--- src/rtl/wb_writer.sv ---
// -----------------------------------------------------------------------------
// wb_writer : writeback stage, selects/extends results and drives RF writes
// Rev 1.0
// -----------------------------------------------------------------------------
`default_nettype none

module wb_writer #(
  parameter int LOAD_TIMEOUT = 16,
  parameter int CNT_W        = 32
) (
  input  logic             clock,
  input  logic             reset,
  input  logic             in_valid,
  output logic             in_ready,
  input  logic [4:0]       in_rd,
  input  logic [1:0]       in_wb_sel,
  input  logic [31:0]      in_alu_result,
  input  logic [31:0]      in_pc_plus4,
  input  logic [2:0]       in_funct3,
  input  logic [1:0]       in_addr_lo,
  input  logic             mem_rvalid,
  input  logic [31:0]      mem_rdata,
  output logic             regwrite,
  output logic [4:0]       write_reg,
  output logic [31:0]      write_data,
  output logic             load_err,
  output logic [CNT_W-1:0] retire_count
);

  localparam int              TMO_W    = $clog2(LOAD_TIMEOUT + 1);
  localparam logic [TMO_W-1:0] TMO_LAST = TMO_W'(LOAD_TIMEOUT - 1);

  localparam logic [1:0] SEL_ALU  = 2'b00;
  localparam logic [1:0] SEL_LOAD = 2'b01;
  localparam logic [1:0] SEL_PC4  = 2'b10;
  localparam logic [1:0] SEL_NONE = 2'b11;

  typedef enum logic [0:0] {
    IDLE      = 1'b0,
    WAIT_LOAD = 1'b1
  } state_t;

  state_t            state_q, state_d;
  logic [4:0]        rd_q, rd_d;
  logic [2:0]        f3_q, f3_d;
  logic [1:0]        lo_q, lo_d;
  logic [TMO_W-1:0]  tmo_q, tmo_d;
  logic              regwrite_q, regwrite_d;
  logic [4:0]        write_reg_q, write_reg_d;
  logic [31:0]       write_data_q, write_data_d;
  logic              load_err_q, load_err_d;
  logic [CNT_W-1:0]  retire_count_q, retire_count_d;

  logic              accept;
  logic              load_ok;
  logic              do_write;
  logic              retire;
  logic [4:0]        wr_rd;
  logic [31:0]       wr_val;
  logic [7:0]        ld_byte;
  logic [15:0]       ld_half;
  logic [31:0]       load_data;

  assign in_ready     = (state_q == IDLE);
  assign accept       = in_valid && in_ready;
  assign regwrite     = regwrite_q;
  assign write_reg    = write_reg_q;
  assign write_data   = write_data_q;
  assign load_err     = load_err_q;
  assign retire_count = retire_count_q;

  // Legal funct3 with natural alignment for the access size.
  always_comb begin
    load_ok = 1'b0;
    case (in_funct3)
      3'b000, 3'b100: load_ok = 1'b1;
      3'b001, 3'b101: load_ok = ~in_addr_lo[0];
      3'b010:         load_ok = (in_addr_lo == 2'b00);
      default:        load_ok = 1'b0;
    endcase
  end

  always_comb begin
    ld_byte = mem_rdata[7:0];
    case (lo_q)
      2'd0: ld_byte = mem_rdata[7:0];
      2'd1: ld_byte = mem_rdata[15:8];
      2'd2: ld_byte = mem_rdata[23:16];
      2'd3: ld_byte = mem_rdata[31:24];
      default: ld_byte = mem_rdata[7:0];
    endcase
    ld_half = lo_q[1] ? mem_rdata[31:16] : mem_rdata[15:0];
    case (f3_q)
      3'b000:  load_data = {{24{ld_byte[7]}}, ld_byte};
      3'b100:  load_data = {24'd0, ld_byte};
      3'b001:  load_data = {{16{ld_half[15]}}, ld_half};
      3'b101:  load_data = {16'd0, ld_half};
      default: load_data = mem_rdata;
    endcase
  end

  always_comb begin
    state_d        = state_q;
    rd_d           = rd_q;
    f3_d           = f3_q;
    lo_d           = lo_q;
    tmo_d          = tmo_q;
    load_err_d     = 1'b0;
    do_write       = 1'b0;
    retire         = 1'b0;
    wr_rd          = in_rd;
    wr_val         = in_alu_result;

    case (state_q)
      IDLE: begin
        if (accept) begin
          case (in_wb_sel)
            SEL_ALU: begin
              do_write = 1'b1;
              retire   = 1'b1;
            end
            SEL_PC4: begin
              do_write = 1'b1;
              retire   = 1'b1;
              wr_val   = in_pc_plus4;
            end
            SEL_NONE: retire = 1'b1;
            SEL_LOAD: begin
              if (load_ok) begin
                rd_d    = in_rd;
                f3_d    = in_funct3;
                lo_d    = in_addr_lo;
                tmo_d   = '0;
                state_d = WAIT_LOAD;
              end else begin
                load_err_d = 1'b1;
              end
            end
            default: ;
          endcase
        end
      end
      WAIT_LOAD: begin
        // A response arriving in the last allowed cycle still completes the load.
        if (mem_rvalid) begin
          do_write = 1'b1;
          retire   = 1'b1;
          wr_rd    = rd_q;
          wr_val   = load_data;
          state_d  = IDLE;
        end else begin
          tmo_d = tmo_q + TMO_W'(1);
          if (tmo_q == TMO_LAST) begin
            load_err_d = 1'b1;
            state_d    = IDLE;
          end
        end
      end
      default: state_d = IDLE;
    endcase
  end

  always_comb begin
    regwrite_d     = 1'b0;
    write_reg_d    = write_reg_q;
    write_data_d   = write_data_q;
    retire_count_d = retire_count_q;
    if (do_write && (wr_rd != 5'd0)) begin
      regwrite_d   = 1'b1;
      write_reg_d  = wr_rd;
      write_data_d = wr_val;
    end
    if (retire) begin
      retire_count_d = retire_count_q + CNT_W'(1);
    end
  end

  always_ff @(posedge clock or posedge reset) begin
    if (reset) begin
      state_q <= IDLE;
    end else begin
      state_q <= state_d;
    end
  end

  always_ff @(posedge clock or posedge reset) begin
    if (reset) begin
      rd_q           <= '0;
      f3_q           <= '0;
      lo_q           <= '0;
      tmo_q          <= '0;
      regwrite_q     <= 1'b0;
      write_reg_q    <= '0;
      write_data_q   <= '0;
      load_err_q     <= 1'b0;
      retire_count_q <= '0;
    end else begin
      rd_q           <= rd_d;
      f3_q           <= f3_d;
      lo_q           <= lo_d;
      tmo_q          <= tmo_d;
      regwrite_q     <= regwrite_d;
      write_reg_q    <= write_reg_d;
      write_data_q   <= write_data_d;
      load_err_q     <= load_err_d;
      retire_count_q <= retire_count_d;
    end
  end

endmodule

`default_nettype wire

--- config.mk ---
export PLATFORM = sky130hd
export DESIGN_NAME = wb_writer
export DESIGN_NICKNAME = d
export VERILOG_FILES = /design/src/rtl/wb_writer.sv
export SDC_FILE = /design/constraint.sdc
export NUM_CORES = 1
export LEC_CHECK = 0
export CAP_MARGIN = 20
export CORE_ASPECT_RATIO = 0.9
export CORE_MARGIN = 1.5
export CORE_UTILIZATION = 45
export CTS_BUF_LIST = sky130_fd_sc_hd__clkbuf_4 sky130_fd_sc_hd__clkbuf_8 sky130_fd_sc_hd__clkbuf_16
export CTS_CLUSTER_SIZE = 40
export DETAILED_ROUTE_END_ITERATION = 10
export GPL_TIMING_DRIVEN = 0
export PLACE_DENSITY = 0.81
export SLEW_MARGIN = 25
export SYNTH_ARGS = -nofsm -noshare
export SYNTH_HDL_FRONTEND = slang
export SYNTH_SLANG_ARGS = --single-unit
--- constraint.sdc ---
create_clock -name clock -period 3.1 [get_ports clock]
set_input_delay 0.465 -clock clock [delete_from_list [all_inputs] [get_ports clock]]
set_output_delay 0.465 -clock clock [all_outputs]
set_load 0.02 [all_outputs]
==> metrics, run 1 <==
number of diodes 0; P&R area growth vs syn 46.44%; internal power 2.545 mW; Worst Tran Pin Value 0.7032 ns; fillers approximately 870; Yosys reg bits 87; Final Wtd Congestion 0.9189; metal1 wirelength ~7000 um; Tot Pwr about 4 mW; combinational fraction of design power around 36%; first-pass GRT wire length roughly 27,000 um; final hold vios 0; leading area contributor after synthesis dfrtp_1; Synth Area in Compound Gates between 10% and 20%; Power per Cell Area between 500 and 600 nW/um^2; clk_skew between 0.008 and 0.009 ns; slowest stage delay, CP around 0.57 ns; crit-path leading delay family buffers and inverters; relative slew slack roughly 53%; Starting Density 46.00%; Post-synth ARST share 100.0%; Switch Pwr ~1.4 mW; WL final roughly 17,000 um; # DRC 0; H-Tree Depth 3; Synth Warn # 0; GR Overflow Total 0; Final Setup Violations 0; setup tns final 0 ns; syn_nets 662; Post-Syn Area per Cell approximately 9 um^2; Max Cap Viol 0; GRT Util Overall about 30%; dpl cell area about 7000 um^2; via count 5,223; Sw Share 35.27%; layout cells sized above 1 between 8 and 9%; Mapped Cells ~550; Reg clk slew, reported paths approximately 0.070 ns; post-layout util 67.36%; clk_lat worst skew between 0.3 and 0.4 ns; Seq pwr share a little under two fifths; antenna-violating nets left 0; WL met2 around 8000 um; Finished Cell Area between 7000 and 8000 um^2; I/O pin cnt between 150 and 200; clock buffer depth 2; status finished clean; clock network fraction of total power about a quarter; Final nets between 800 and 900; minimum clock period 2.325 ns; full die area 11,640 um^2; EDFF count, synth 0; Critical path buffers and inverters 2; initial antenna violation count 0; CP max stage cell clkdlybuf4s50_1; maximum clock frequency between 400 and 500 MHz; CTS Hold Bufs 0; average wire per standard cell around 19 um; CP endpoint kind flip-flop; Setup CP Type primary input to flip-flop; crit share post-route roughly three quarters; Synth top area share a little over two fifths; DIE HEIGHT around 100 um; largest net degree at the start of global routing 52; commonest cells in the netlist nand2_1 (96), dfrtp_1 (87), nor2_1 (47); Post-CTS Resized 0; WL met3 1443 um; DR pass1 iterations 5; CP Launch Type primary input; post-synthesis mux area share about 3.3%; max-slew violations 0; # Post-CTS Setup Buffers 0; # rows 36; crit-path cells clkdlybuf4s50_1 -> nor3b_2 -> and2_1 -> clkbuf_1 -> nor2_1 -> a221oi_1 -> a31oi_1; CTS tree built; vias in the first global route around 5.1k; Synth cell types 63; r2r setup slk 0.89 ns; Detail Placement HPWL 13,020 um; Hold/Removal Path Class flip-flop to flip-flop; Peak VDD IR 0.2431 mV; xor/xnor cell area share of the yosys netlist under 10%; Avg Vias per Cell about 6; most frequent cell after synthesis nand2_1; main combinational cell family by area after synthesis simple AND/OR/NAND/NOR gates; register area share after synthesis between 40% and 50%; crit path DAT about 2.5 ns; simple-gate portion of the synthesized area approximately a quarter; Adder-Cell Fraction of Synth Area less than 1%; RSZ-0062 raised after global routing no; CP max FO 9; Req. time, crit path about 3.3 ns; DR iter-0 viols 463; Port Buffer Count between 150 and 200; max layer used met4; die width ~110 um; most common flop cell mapped by yosys dfrtp_1; root buffer cell clkbuf_16; Num CTS Buffers 9; top post-synthesis cells by area dfrtp_1 (44%), nand2_1 (7.3%), xnor2_1 (4.1%); Synth Cell Area around 5000 um^2; core outline area 10,770 um^2; P_leak approximately 3 nW; Sinks on Clock Net 87
## metal layers
metal	vias to the layer above	track usage (%)
met2	285	48.33
li1	2362	-
met3	52	5.938
met4	0	11.35
met5	-	0
met1	2524	38.56
## kinds of logic (layout without fill, tap and decap cells)
| family | after synthesis | count (layout) |
|---|---|---|
| mux | 14 | 14 |
| flops | 87 | 87 |
| fa+ha+maj | 3 | 3 |
| xor+xnor | 33 | 33 |
| buf+inv | 54 | 253 |
| simple gates | 232 | 232 |
| compound gates | 124 | 124 |
## through the flow
step                cells  hold slack (ns)  worst slack [ns]
floorplan             547           0.4688            0.3848
global placement      862           0.4564           -0.9130
detailed placement    863           0.4713            0.5122
CTS                   879           0.4862            0.8660
global route          879           0.4943            0.6582
finish                879           0.4942            0.7754
## worst paths after layout
path / start / endpoint / depth (start not counted)
max in group asynchronous: reset / write_data[7]$_DFFE_PP0P_ / 3
worst min register to register: retire_count[28]$_DFFE_PP0P_ / retire_count[28]$_DFFE_PP0P_ / 1
worst min-delay path: retire_count[28]$_DFFE_PP0P_ / retire_count[28]$_DFFE_PP0P_ / 1
min in group asynchronous: reset / retire_count[22]$_DFFE_PP0P_ / 2
worst max-delay path: in_valid / write_data[21]$_DFFE_PP0P_ / 7
worst max register to register: state_q$_DFF_PP0_ / write_data[21]$_DFFE_PP0P_ / 7
## worst reg2reg max path, cell delays in order, from the launching register on
cell	delay, ns
dfrtp_1	0.39
buf_2	0.20
nor3b_2	0.34
and2_1	0.17
clkbuf_1	0.23
nor2_1	0.21
a221oi_1	0.38
a31oi_1	0.14
## cell usage in the layout (no fill, tap or decap), types with 4 or more instances in the layout
master           count
a211oi_1             5
a21oi_1             19
a221o_1              8
a221oi_1             9
a222oi_1             8
a31oi_1             25
a32oi_1              4
and2_1               4
and3_1              10
buf_2               14
clkbuf_1            17
clkbuf_16            9
clkdlybuf4s50_1    182
dfrtp_1             87
inv_1               17
mux2_1               4
mux2_2               6
nand2_1             96
nand2b_1             5
nand3_1             28
nand4_1              6
nor2_1              47
nor3_1               9
nor3_2               6
o21ai_0             14
o21ai_1              5
o221ai_1             4
o22a_1               8
xnor2_1             23
xor2_1              10
## power groups by stage
stage / combinational, mW / clock (mW) / sequential, mW
finish: 1.40 / 1.04 / 1.50
global route: 1.50 / 1.10 / 1.52
CTS: 1.38 / 1.05 / 1.49
detailed placement: 1.38 / 0 / 1.51
global placement: 1.34 / 0 / 1.50
floorplan: 0.540 / 0 / 1.67
## area by class of cell
class	instances	area, um^2	share of cell area (%)
multi-input combinational	406	2547	35.13
clock inverter	6	42.54	0.5866
buffer	35	156.4	2.157
tap	133	166.4	2.295
clock buffer	10	239.0	3.295
sequential	87	2177	30.02
timing repair buffer	183	1849	25.50
inverter	19	73.82	1.018
Note: power is estimated with default switching activity, not from simulation.
==> run 2: changes to the inputs <==
==> constraint.sdc (replaced) <==
create_clock -name clock -period 2.29 [get_ports clock]
set_input_delay 0.3435 -clock clock [delete_from_list [all_inputs] [get_ports clock]]
set_output_delay 0.3435 -clock clock [all_outputs]
set_load 0.02 [all_outputs]
==> run 2 against run 1 <==
Against the previous run:
- sequential power increased by 35%
- critical path type is now flip-flop to flip-flop
- clock skew about the same
- via count increased by 0.29%
- setup slack got worse by 0.65 ns
==> metrics, run 2 (synthesis results as in run 1) <==
minimum clock period 2.169 ns; Worst Tran Pin Value 0.6868 ns (-0.01635 ns); Setup CP Type flip-flop to flip-flop; Non-Filler Instances 881 (+0.23%); average wire per standard cell 19.10 um (-0.92%); GR Overflow Total 0 (unchanged); CTS tree built; Peak VDD IR 0.5230 mV (+120%); first-pass GRT wire length 26,420 um (-0.73%); antenna-violating nets left 0 (unchanged); setup tns final 0 ns (unchanged); commonest non-fill, non-tap cell in the layout clkdlybuf4s50_1; Final Hold Slack 0.3539 ns (-0.1403 ns); Avg Vias per Cell 5.946 (about the same); post-layout util 68.49% (+1.1 points); Worst R2R Path Depth 8 (+1); fillers 835 (-4.4%); Critical path buffers and inverters 3 (+1); GRT Util Overall 29.14% (-0.17 points); r2r setup slk 0.12 ns (-0.77 ns); Tot Pwr 5.588 mW (+42%); CP Launch Type flip-flop; clock buffer depth 2 (unchanged); Sinks on Clock Net 87 (unchanged); full die area 11,640 um^2 (unchanged); Port Buffer Count 182 (unchanged); slowest stage delay, CP 0.36 ns (-0.21 ns); I/O pin cnt 184 (unchanged); CP endpoint kind flip-flop; vias in the first global route 5,045 (-0.26%); DR iter-0 viols 530 (+14%); DR pass1 iterations 5 (unchanged); Detail Placement HPWL 13,000 um (-0.14%); Hold/Removal Path Class primary input to asynchronous set/reset pin; Max Cap Viol 0 (unchanged); die width 113.6 um (unchanged); initial antenna violation count 0 (unchanged); Req. time, crit path 2.52 ns (-0.77 ns); crit share post-route 94.71%; crit-path most repeated cell buf_2; clk_lat worst skew 0.34 ns (about the same); H-Tree Depth 3 (unchanged); RSZ-0062 raised after global routing no; commonest non-fill, non-tap cells in the layout clkdlybuf4s50_1 (182), nand2_1 (96), dfrtp_1 (87), nor2_1 (47), nand3_1 (28); Power per Cell Area 757.8 nW/um^2 (+40%); final hold vios 0 (unchanged); core outline area 10,770 um^2 (unchanged); placed insts 865 (+0.23%); # Post-CTS Setup Buffers 0 (unchanged); max-slew violations 0 (unchanged); # DRC 0 (unchanged); Reg clk slew, reported paths 0.07 ns (about the same); Final Setup Violations 0 (unchanged); CP max FO 10 (+1); CP max stage cell dfrtp_1; crit path DAT 2.40 ns (-0.12 ns); CTS Hold Bufs 0 (unchanged); number of diodes 0 (unchanged); Final Wtd Congestion 0.9358 (+1.8%); Final nets 858 (+0.23%); crit-path leading delay family buffers and inverters; largest net degree at the start of global routing 33 (-37%); root buffer cell clkbuf_16; Starting Density 46.00% (unchanged); reg2reg end write_data[16]$_DFFE_PP0P_; crit-path cells buf_2 -> nand2_1 -> a21oi_4 -> o22ai_2 -> inv_2 -> buf_2 -> nand3_1 -> o22a_1; layout cells sized above 1 8.957% (+0.65 points); RR Startpoint state_q$_DFF_PP0_; DIE HEIGHT 102.5 um (unchanged); P&R area growth vs syn 48.89%; relative slew slack 54.04% (+1.1 points); status finished clean; WL final 16,820 um (-0.69%); P_leak 3.024 nW (+1.9%); maximum clock frequency 461.1 MHz; # rows 36 (unchanged); Num CTS Buffers 9 (unchanged); via count 5,238 (+0.29%); clk_skew 0.008671 ns (+0.0004425 ns)
==> run 2: stage by stage <==
stage | instance area [um^2] | worst slack, ns
final | 7373 | 0.1211
after CTS | 7356 | 0.09311
after floorplan | 4956 | 0.5277
after global placement | 6944 | -0.1147
after global routing | 7373 | 0.009361
after detailed placement | 7019 | -0.1355
==> run 2: repair_timing <==
action,4_1_cts,5_1_grt
endpoints found under the hold margin,0,0
setup endpoints to repair,0,14
gates resized for setup,0,7
==> run 2: metal layers <==
layer  wire length (um)  vias up  global-route usage [%]
li1                   -     2365                       -
met5                  0        -                       0
met2               7833      295                   46.85
met4                495        0                   12.12
met3               1615       41                   6.467
met1               6880     2537                   38.61
==> run 2: worst max-delay path by stage <==
stage | endpoint | cells after the start | start | slack (ns)
2_1_floorplan | retire_count[27]$_DFFE_PP0P_ | 5 | retire_count[2]$_DFFE_PP0P_ | 0.53
5_1_grt | write_data[17]$_DFFE_PP0P_ | 8 | state_q$_DFF_PP0_ | 0.009
3_3_place_gp | write_data[14]$_DFFE_PP0P_ | 7 | in_valid | -0.11
3_5_place_dp | write_data[8]$_DFFE_PP0P_ | 7 | in_valid | -0.14
4_1_cts | write_data[25]$_DFFE_PP0P_ | 7 | state_q$_DFF_PP0_ | 0.09
6_report | write_data[16]$_DFFE_PP0P_ | 8 | state_q$_DFF_PP0_ | 0.12
==> run 2: layout make-up <==
type                       instances  area [um^2]  area share (%)
buffer                            35        160.2           2.172
sequential                        87         2177           29.53
clock buffer                      12        260.3           3.530
inverter                          19        75.07           1.018
multi-input combinational        406         2561           34.74
timing repair buffer             185         1897           25.73
tap                              133        166.4           2.257
clock inverter                     4        76.32           1.035
==> run 2: report_power, final <==
part	switching (mW)	leakage, nW	internal (mW)
registers	0.215	1.06	1.80
clock network	0.631	0.163	1.03
logic	1.02	1.80	0.885
==> run 2: worst reg2reg max path: cells and delay by family, from the launching register on <==
family                 cells  cell delay (ns)
AOI/OAI and AO/OA          3             0.63
buffers and inverters      3             0.69
and+or+nand+nor            2             0.39
DFF                        1             0.36
